$ cat config.mk
export PLATFORM = sky130hd
export DESIGN_NAME = imem_loader
export DESIGN_NICKNAME = d
export VERILOG_FILES = /design/src/rtl/imem_loader.sv
export SDC_FILE = /design/constraint.sdc
export NUM_CORES = 1
export LEC_CHECK = 0
export BUFFER_PORTS_ARGS = -buffer_cell sky130_fd_sc_hd__buf_2
export CAP_MARGIN = 20
export CORE_ASPECT_RATIO = 1.75
export CORE_UTILIZATION = 59
export CTS_BUF_LIST = sky130_fd_sc_hd__clkbuf_16
export CTS_CLUSTER_SIZE = 28
export DETAILED_ROUTE_END_ITERATION = 10
export PLACE_DENSITY = 0.88
export REMOVE_ABC_BUFFERS = 1
export SLEW_MARGIN = 5
export SYNTH_ARGS = -nofsm -noshare
export SYNTH_HDL_FRONTEND = slang
export SYNTH_SLANG_ARGS = --single-unit
$ cat constraint.sdc
create_clock -name clk -period 4.08 [get_ports clk]
set_clock_uncertainty 0.05 [all_clocks]
set_input_delay 0.204 -clock clk [delete_from_list [all_inputs] [get_ports clk]]
set_output_delay 0.204 -clock clk [all_outputs]
set_load 0.02 [all_outputs]
$ cat src/rtl/imem_loader.sv
// imem_loader: assembles a big-endian byte stream into 32-bit words and writes them to the instruction memory.
// Defining IMEM_LOADER_CHECKSUM_EN adds a trailing XOR checksum byte and drives err on mismatch.

module imem_loader #(
    parameter int ADDR_W = 6
) (
    input  logic              clk,
    input  logic              reset,
    input  logic              start,
    input  logic [ADDR_W:0]   len,
    input  logic              in_valid,
    input  logic [7:0]        in_data,
    output logic              in_ready,
    output logic              we,
    output logic [ADDR_W-1:0] wa,
    output logic [31:0]       wd,
    output logic              busy,
    output logic              done,
    output logic              err
);

    localparam logic [ADDR_W:0] LEN_MAX = {1'b1, {ADDR_W{1'b0}}};

    typedef enum logic [2:0] {
        S_IDLE,
        S_LOAD,
        S_WRITE,
`ifdef IMEM_LOADER_CHECKSUM_EN
        S_CHECK,
`endif
        S_DONE
    } state_t;

    // State entered once the last word has been written (or straight from IDLE for len=0).
`ifdef IMEM_LOADER_CHECKSUM_EN
    localparam state_t S_FINISH = S_CHECK;
`else
    localparam state_t S_FINISH = S_DONE;
`endif

    state_t            state;
    state_t            state_n;
    logic [ADDR_W:0]   len_q;
    logic [ADDR_W:0]   len_sat;
    logic [ADDR_W:0]   word_cnt;
    logic [ADDR_W-1:0] addr;
    logic [1:0]        byte_cnt;
    logic [23:0]       shreg;
    logic              xfer;
    logic              last_word;
    logic              in_ready_n;
    logic              we_n;
    logic              busy_n;
    logic              done_n;

    assign xfer      = in_valid && in_ready;
    assign len_sat   = (len > LEN_MAX) ? LEN_MAX : len;
    assign last_word = ((word_cnt + 1'b1) == len_q);

    always_comb begin
        state_n = state;
        case (state)
            S_IDLE: begin
                if (start) begin
                    state_n = (len == '0) ? S_FINISH : S_LOAD;
                end
            end
            S_LOAD: begin
                if (xfer && (byte_cnt == 2'd3)) begin
                    state_n = S_WRITE;
                end
            end
            S_WRITE: begin
                state_n = last_word ? S_FINISH : S_LOAD;
            end
`ifdef IMEM_LOADER_CHECKSUM_EN
            S_CHECK: begin
                if (xfer) begin
                    state_n = S_DONE;
                end
            end
`endif
            S_DONE: begin
                state_n = S_IDLE;
            end
            default: begin
                state_n = S_IDLE;
            end
        endcase

        // Outputs are decoded from the next state and registered, so none follows an input combinationally.
        in_ready_n = (state_n == S_LOAD);
`ifdef IMEM_LOADER_CHECKSUM_EN
        if (state_n == S_CHECK) begin
            in_ready_n = 1'b1;
        end
`endif
        we_n   = (state_n == S_WRITE);
        busy_n = (state_n != S_IDLE);
        done_n = (state_n == S_DONE);
    end

    always_ff @(posedge clk or posedge reset) begin
        if (reset) begin
            state    <= S_IDLE;
            in_ready <= 1'b0;
            we       <= 1'b0;
            busy     <= 1'b0;
            done     <= 1'b0;
            wa       <= '0;
            wd       <= '0;
            len_q    <= '0;
            word_cnt <= '0;
            addr     <= '0;
            byte_cnt <= '0;
        end else begin
            state    <= state_n;
            in_ready <= in_ready_n;
            we       <= we_n;
            busy     <= busy_n;
            done     <= done_n;
            case (state)
                S_IDLE: begin
                    if (start) begin
                        len_q    <= len_sat;
                        word_cnt <= '0;
                        addr     <= '0;
                        byte_cnt <= '0;
                    end
                end
                S_LOAD: begin
                    if (xfer) begin
                        byte_cnt <= byte_cnt + 2'd1;
                        // wa/wd only change here, so they hold their last values between pulses.
                        if (byte_cnt == 2'd3) begin
                            wa <= addr;
                            wd <= {shreg, in_data};
                        end
                    end
                end
                S_WRITE: begin
                    addr     <= addr + 1'b1;
                    word_cnt <= word_cnt + 1'b1;
                end
                default: begin
                end
            endcase
        end
    end

    // Byte assembly: earlier bytes shift toward the MSBs; byte_cnt alone tracks word position.
    always_ff @(posedge clk) begin
        if ((state == S_LOAD) && xfer) begin
            shreg <= {shreg[15:0], in_data};
        end
    end

`ifdef IMEM_LOADER_CHECKSUM_EN
    logic [7:0] xsum;

    always_ff @(posedge clk or posedge reset) begin
        if (reset) begin
            xsum <= '0;
            err  <= 1'b0;
        end else begin
            case (state)
                S_IDLE: begin
                    if (start) begin
                        xsum <= '0;
                        err  <= 1'b0;
                    end
                end
                S_LOAD: begin
                    if (xfer) begin
                        xsum <= xsum ^ in_data;
                    end
                end
                S_CHECK: begin
                    if (xfer) begin
                        err <= (in_data != xsum);
                    end
                end
                default: begin
                end
            endcase
        end
    end
`else
    assign err = 1'b0;
`endif

endmodule

==> qor.txt, run 1 <==
Status -> completed
Fillers -> 380
Cell taking the most area after synthesis -> dfrtp_1
Slew of the pin with the lowest slew margin -> 1.048 ns
Fin area -> 4295 sq um
Post-Place Cells -> 393
Commonest non-fill, non-tap cells in the layout -> 67 x dfrtp_1, 60 x buf_2, 32 x mux2_2, 29 x nand2_1
Clock Path Buffers -> 2
Total power -> 0.001956 W
Reg area -> 2397 sq um
Port-buffer cells -> 60
Clock Sink Count -> 91
DP HPWL -> 4307 um
Max Freq -> 0.4009 GHz
WHS Endpoint -> shreg[0]
Worst VDD drop -> 269.6 uV
Final min period -> 2.494 ns
Share of the synthesized area in the top cell type -> 0.4672
Leakage power -> 2.137 nW
Initial antenna violation count -> 0
Setup WS post-layout -> 1.586 ns
Power density cells -> 455.4 nW/um^2
Largest net degree at the start of global routing -> 68
Num CTS Buffers -> 9
Drc violations -> 0
Worst EP required -> 4.25 ns
Post-CTS Setup Inserts -> 0
Avg WL per Cell -> 17.42 um
Worst relative slew slack -> 0.3012
Vias in the first global route -> 2323
Yosys cell types -> 40
Area contributors post-synth -> dfrtp_1 47%, edfxtp_1 20%, mux2_2 10%
Synth warn -> 0
R2R setup slack -> 1.59 ns
Critical path fanouts, max -> 40
R2r worst-path depth -> 7
Final setup violation count -> 0
Clock root buffer -> clkbuf_16
Initial Util -> 0.6103
Synthesized area -> 3588 sq um
Worst hold stages -> 1
Area after DPL -> 3939 sq um
Fin crit share -> 0.6113
Commonest non-fill, non-tap cell in the layout -> dfrtp_1
GRT overflow -> 0
Critical Path AT -> 2.66 ns
Die height -> 105.2 um
First DRT Iteration DRCs -> 124
Synthesized area per cell -> 13.75 sq um
Die ar. -> 6411 sq um
Core Area -> 5879 sq um
Layout area overhead -> 19.70%
R2R Path Start -> byte_cnt[0]
Hold_sp -> in_data[0]
Fin. Hold Viols -> 0
Ant diodes -> 0
Via count -> 2354
Area of the multi-input gates -> 1110 sq um
Row cnt -> 37
Placer Congestion -> 0.7381
CTS clk-pin slew, worst paths -> 0.06 ns
Fin Setup TNS -> 0 ns
Gr usage total -> 0.2501
RR Endpoint -> in_ready
CTS tree -> yes
Startpoint types -> register
First-pass GRT wire length -> 11290 um
Post-layout nets -> 350
IO Pins -> 62
DP Worst Slack -> 1.674 ns
Synthesized instance count -> 261
CP Capture Type -> register
Clock latency on the worst-skew pair -> 0.34 ns
Worst hold path type -> in -> reg
Share of cells above drive strength 1 -> 0.3614
RSZ-0062 raised after global routing -> no
H-tree levels -> 3
Maxcap violations -> 0
Routed Antenna Nets -> 0
#FFs+latches synth -> 91
Routed vias/inst -> 5.741
DRT Wirelength -> 7141 um
Die width -> 60.96 um
Post-Layout Cell Count -> 410
Seq/Total Area, Yosys -> 0.6681
Worst setup path category -> reg -> reg
Max Slew Vio Count -> 0
Pre-antenna DRT Iters -> 7
worst max path at each step:
stage	start	end	slack [ns]	cells after the start
final	byte_cnt[0]	in_ready	1.59	7
after global routing	byte_cnt[0]	in_ready	1.53	7
after CTS	byte_cnt[0]	in_ready	1.65	7
after detailed placement	byte_cnt[0]	in_ready	1.67	7
after global placement	byte_cnt[0]	in_ready	1.73	7
after floorplan	byte_cnt[0]	in_ready	1.80	7
stage by stage:
step	hold WS, ns	utilization
6_report	0.01250	0.7306
5_1_grt	0.005080	0.7306
4_1_cts	0.0004479	0.7280
3_5_place_dp	0.3483	0.6699
3_3_place_gp	0.3447	0.6699
2_1_floorplan	0.2529	-
state kept, by name, indices dropped and copies added (netlist names):
signal	count
in_ready	1
wd	32
we	1
done	1
addr	6
word_cnt	7
len_q	7
busy	1
byte_cnt	2
shreg	24
state	3
wa	6
final cells by class:
type,instances,area share
clock buffer,9,0.05243
multi-input combinational,157,0.2584
sequential,91,0.5581
inverter,5,0.004369
tap,78,0.02272
clock inverter,6,0.02476
timing repair buffer,64,0.07923
power breakdown:
part,internal [W],switching (W),leakage (nW)
sequential,0.000950,0.0000130,1.14
clock,0.000591,0.000329,0.163
combinational,0.0000285,0.0000437,0.835
metal layers:
layer / up-vias / routed length [um] / GRT usage
li1: 1047 / - / -
met1: 1177 / 2932 / 0.3092
met2: 115 / 3675 / 0.3917
met3: 15 / 392 / 0.05569
met4: 0 / 141 / 0.1445
met5: - / 0 / 0
Yosys cell counts (all sizes together):
cell type and instances:
edfxtp 24, nand4 2, o31ai 2, conb 1, buf 6, nand2b 6
mux2 36, clkbuf 3, or4b 1, and3 2, o21a 1, a31oi 1
o21ai 24, o31a 1, ha 3, nor3b 1, nor3 3, inv 5
nor2 11, nand2 29, or3b 1, nand4b 1, a211o 1, mux2i 1
xor2 1, nand3 7, o21bai 1, and2 4, a21o 1, nand3b 2
xnor2 7, dfrtp 67, nor4 1, a22o 2, a21oi 2
cells by family (layout without fill, tap and decap cells):
logic type                 after synthesis  in the layout  share of synthesized area
xor gates and xnor gates                 8              8                    0.01953
buffers and inverters                   14             84                    0.02440
other                                    1              2                   0.001045
muxes                                   37             37                     0.1199
DFF                                     91             91                     0.6681
AOI/OAI and AO/OA                       36             36                    0.05858
adders and majority gates                3              3                    0.01046
and+or+nand+nor                         71             71                    0.09798
worst max-delay path, stage by stage, from the launching register on:
cell and delay, ns:
dfrtp_1 0.38, ha_1 0.18, nand3_1 0.13, or4b_2 1.12, o21a_1 0.25, o31a_2 0.14, inv_2 0.07, nor2_1 0.05
repair_timing:
action | 4_1_cts | 5_1_grt
hold buffers | 1 | 0
gates resized for setup | 0 | 0
endpoints found under the hold margin | 1 | 0
Note: power is estimated with default switching activity, not from simulation.
==> inputs of run 2 (changes only) <==
--- a/config.mk
+++ b/config.mk
@@ -8,11 +8,11 @@
 export BUFFER_PORTS_ARGS = -buffer_cell sky130_fd_sc_hd__buf_2
 export CAP_MARGIN = 20
 export CORE_ASPECT_RATIO = 1.75
-export CORE_UTILIZATION = 59
+export CORE_UTILIZATION = 55
 export CTS_BUF_LIST = sky130_fd_sc_hd__clkbuf_16
 export CTS_CLUSTER_SIZE = 28
 export DETAILED_ROUTE_END_ITERATION = 10
-export PLACE_DENSITY = 0.88
+export PLACE_DENSITY = 0.83
 export REMOVE_ABC_BUFFERS = 1
 export SLEW_MARGIN = 5
 export SYNTH_ARGS = -nofsm -noshare
==> constraint.sdc (replaced) <==
create_clock -name clk -period 2.3 [get_ports clk]
set_clock_uncertainty 0.05 [all_clocks]
set_input_delay 0.115 -clock clk [delete_from_list [all_inputs] [get_ports clk]]
set_output_delay 0.115 -clock clk [all_outputs]
set_load 0.02 [all_outputs]
==> run 2 against run 1 <==
- clock power increased by 37%
- highest routed layer unchanged
- wire length is 8.6% lower
- sequential share of layout area fell by 1.2 points
- count of clock-buffer cells in the layout unchanged
- first-iteration DRC count grew 51%
- critical endpoint is now wd[11]
- combinational power increased by 99%
- largest power group unchanged
- largest cell class unchanged
==> qor.txt, run 2 (synthesized netlist as in run 1, its figures left out) <==
Status -> completed
WHS Endpoint -> len_q[1]
Post-CTS Setup Inserts -> 0
Die ar. -> 6864 sq um
Layout area overhead -> 22.28%
Final setup violation count -> 0
Avg WL per Cell -> 15.18 um
Worst EP required -> 2.47 ns
Core Area -> 6228 sq um
Clock root buffer -> clkbuf_16
Largest reg by FF count -> wd
First DRT Iteration DRCs -> 187
CTS clk-pin slew, worst paths -> 0.06 ns
Clock Sink Count -> 91
RSZ-0062 raised after global routing -> no
Die width -> 63.06 um
Worst hold path type -> in -> reg
Fin. Hold Viols -> 0
Comb pwr share -> 0.046
Drc violations -> 0
Initial antenna violation count -> 0
Maxcap violations -> 0
Leakage power -> 2.188 nW
Cell Chain, Critical Path -> ha_1 > nand3_1 > or4b_2 > buf_12 > mux2_4
Commonest non-fill, non-tap cells in the layout -> 67 x dfrtp_1, 60 x buf_2, 32 x mux2_2, 29 x nand2_1
CP Capture Type -> register
Worst setup path category -> reg -> reg
Critical-path top delay cell -> or4b_2
Clock share of power -> 0.406
R2R Path Start -> byte_cnt[0]
Final core utilization -> 0.7045
Slowest stage delay, CP -> 0.69 ns
R2R setup slack -> 0.26 ns
Ant diodes -> 0
Fin Setup TNS -> 0 ns
Startpoint types -> register
Hold_sp -> len[1]
Area after DPL -> 3991 sq um
DRT Wirelength -> 6529 um
GRT overflow -> 0
Clock latency on the worst-skew pair -> 0.33 ns
Worst hold stages -> 3
RR Endpoint -> wd[11]
Routed Antenna Nets -> 0
Buf/Inv on CP -> 1
Max Freq -> 0.4908 GHz
Clock Path Buffers -> 2
Int Power -> 0.002463 W
Gr usage total -> 0.2076
Fin area -> 4388 sq um
Critical Path AT -> 2.21 ns
Routed vias/inst -> 5.356
Net Sw Frac -> 0.2099
Power density cells -> 710.3 nW/um^2
GRT busiest layer -> met2
Fin crit share -> 0.8858
First-pass GRT wire length -> 10510 um
Regs by FF count -> wd: 32 flops, shreg: 24 flops
Met1 GRT Util -> 0.2293
Sw power -> 0.0006542 W
Cell family contributing the most delay on the critical path -> simple AND/OR/NAND/NOR gates
CTS tree -> yes
DP HPWL -> 4170 um
Num CTS Buffers -> 9
Worst path depth -> 5
Pre-antenna DRT Iters -> 4
Initial Util -> 0.5761
Worst VDD drop -> 465.7 uV
IO Pins -> 62
Max Slew Vio Count -> 0
Port-buffer cells -> 60
Die height -> 108.9 um
R2r worst-path depth -> 5
Critical path fanouts, max -> 40
Commonest non-fill, non-tap cell in the layout -> dfrtp_1
H-tree levels -> 3
Placer Congestion -> 0.7585
Flop pwr share -> 0.548
Via count -> 2303
Vias in the first global route -> 2236
Share of cells above drive strength 1 -> 0.3457
Number of flip-flops in the largest register -> 32
Met2 Use GR -> 0.3687
Largest net degree at the start of global routing -> 41
Post-layout nets -> 367
GR Util met3 -> 0.04707
Final min period -> 2.037 ns
Row cnt -> 38
run 2: cell count changes in the layout (fill, tap and decap cells not counted), moves of 3 or more:
cell / before / now
inv_1: 4 / 7
dlygate4sd3_1: 1 / 14
buf_4: 2 / 6
bufinv_16: 3 / 0
run 2: worst max-delay path by stage:
stage / from / to / slack [ns]
2_1_floorplan: byte_cnt[0] / in_ready / 0.02
3_3_place_gp: byte_cnt[0] / in_ready / 0.31
3_5_place_dp: byte_cnt[0] / in_ready / 0.26
4_1_cts: byte_cnt[0] / in_ready / 0.25
5_1_grt: byte_cnt[0] / in_ready / 0.16
6_report: byte_cnt[0] / wd[11] / 0.26
run 2: power groups by stage:
stage	Clock [W]	Combinational (W)	Sequential, W
final	0.00126	0.000144	0.00171
after global routing	0.00136	0.000163	0.00171
after CTS	0.00129	0.000148	0.00171
after detailed placement	0	0.000129	0.00174
after global placement	0	0.000126	0.00174
after floorplan	0	0.0000775	0.00174
run 2: area by class of cell:
type                            count  area, sq um
Fill cell                         410         1841
Tap cell                           80        100.1
Clock inverter                      7        31.28
Multi-Input combinational cell    157         1110
Timing Repair Buffer               81        505.5
Clock buffer                        9        225.2
Inverter                            5        18.77
Sequential cell                    91         2397
run 2: routing by layer:
metal	wire length [um]	up-vias
li1	-	1090
met1	2509	1125
met2	3574	77
met3	335	11
met4	110	0
met5	0	-
run 2: repair_timing:
action / in CTS / in global routing
hold buffers: 14 / 0
endpoints found under the setup margin: 0 / 0
hold endpoints to repair: 35 / 0
gates resized for setup: 0 / 0
run 2: metrics by stage:
| step | hold WS [ns] | cells | power, W | setup slack, ns |
|---|---|---|---|---|
| 2_1_floorplan | 0.1639 | 253 | 0.001816 | 0.01595 |
| 3_3_place_gp | 0.03874 | 400 | 0.001862 | 0.3092 |
| 3_5_place_dp | 0.04252 | 400 | 0.001868 | 0.2603 |
| 4_1_cts | 0.008980 | 430 | 0.003143 | 0.2481 |
| 5_1_grt | 0.03038 | 430 | 0.003230 | 0.1572 |
| 6_report | 0.01038 | 430 | 0.003117 | 0.2626 |
run 2: worst min-delay path, stage by stage:
cell	delay, ns
buf_2	0.10
nand2b_1	0.07
o21ai_0	0.07
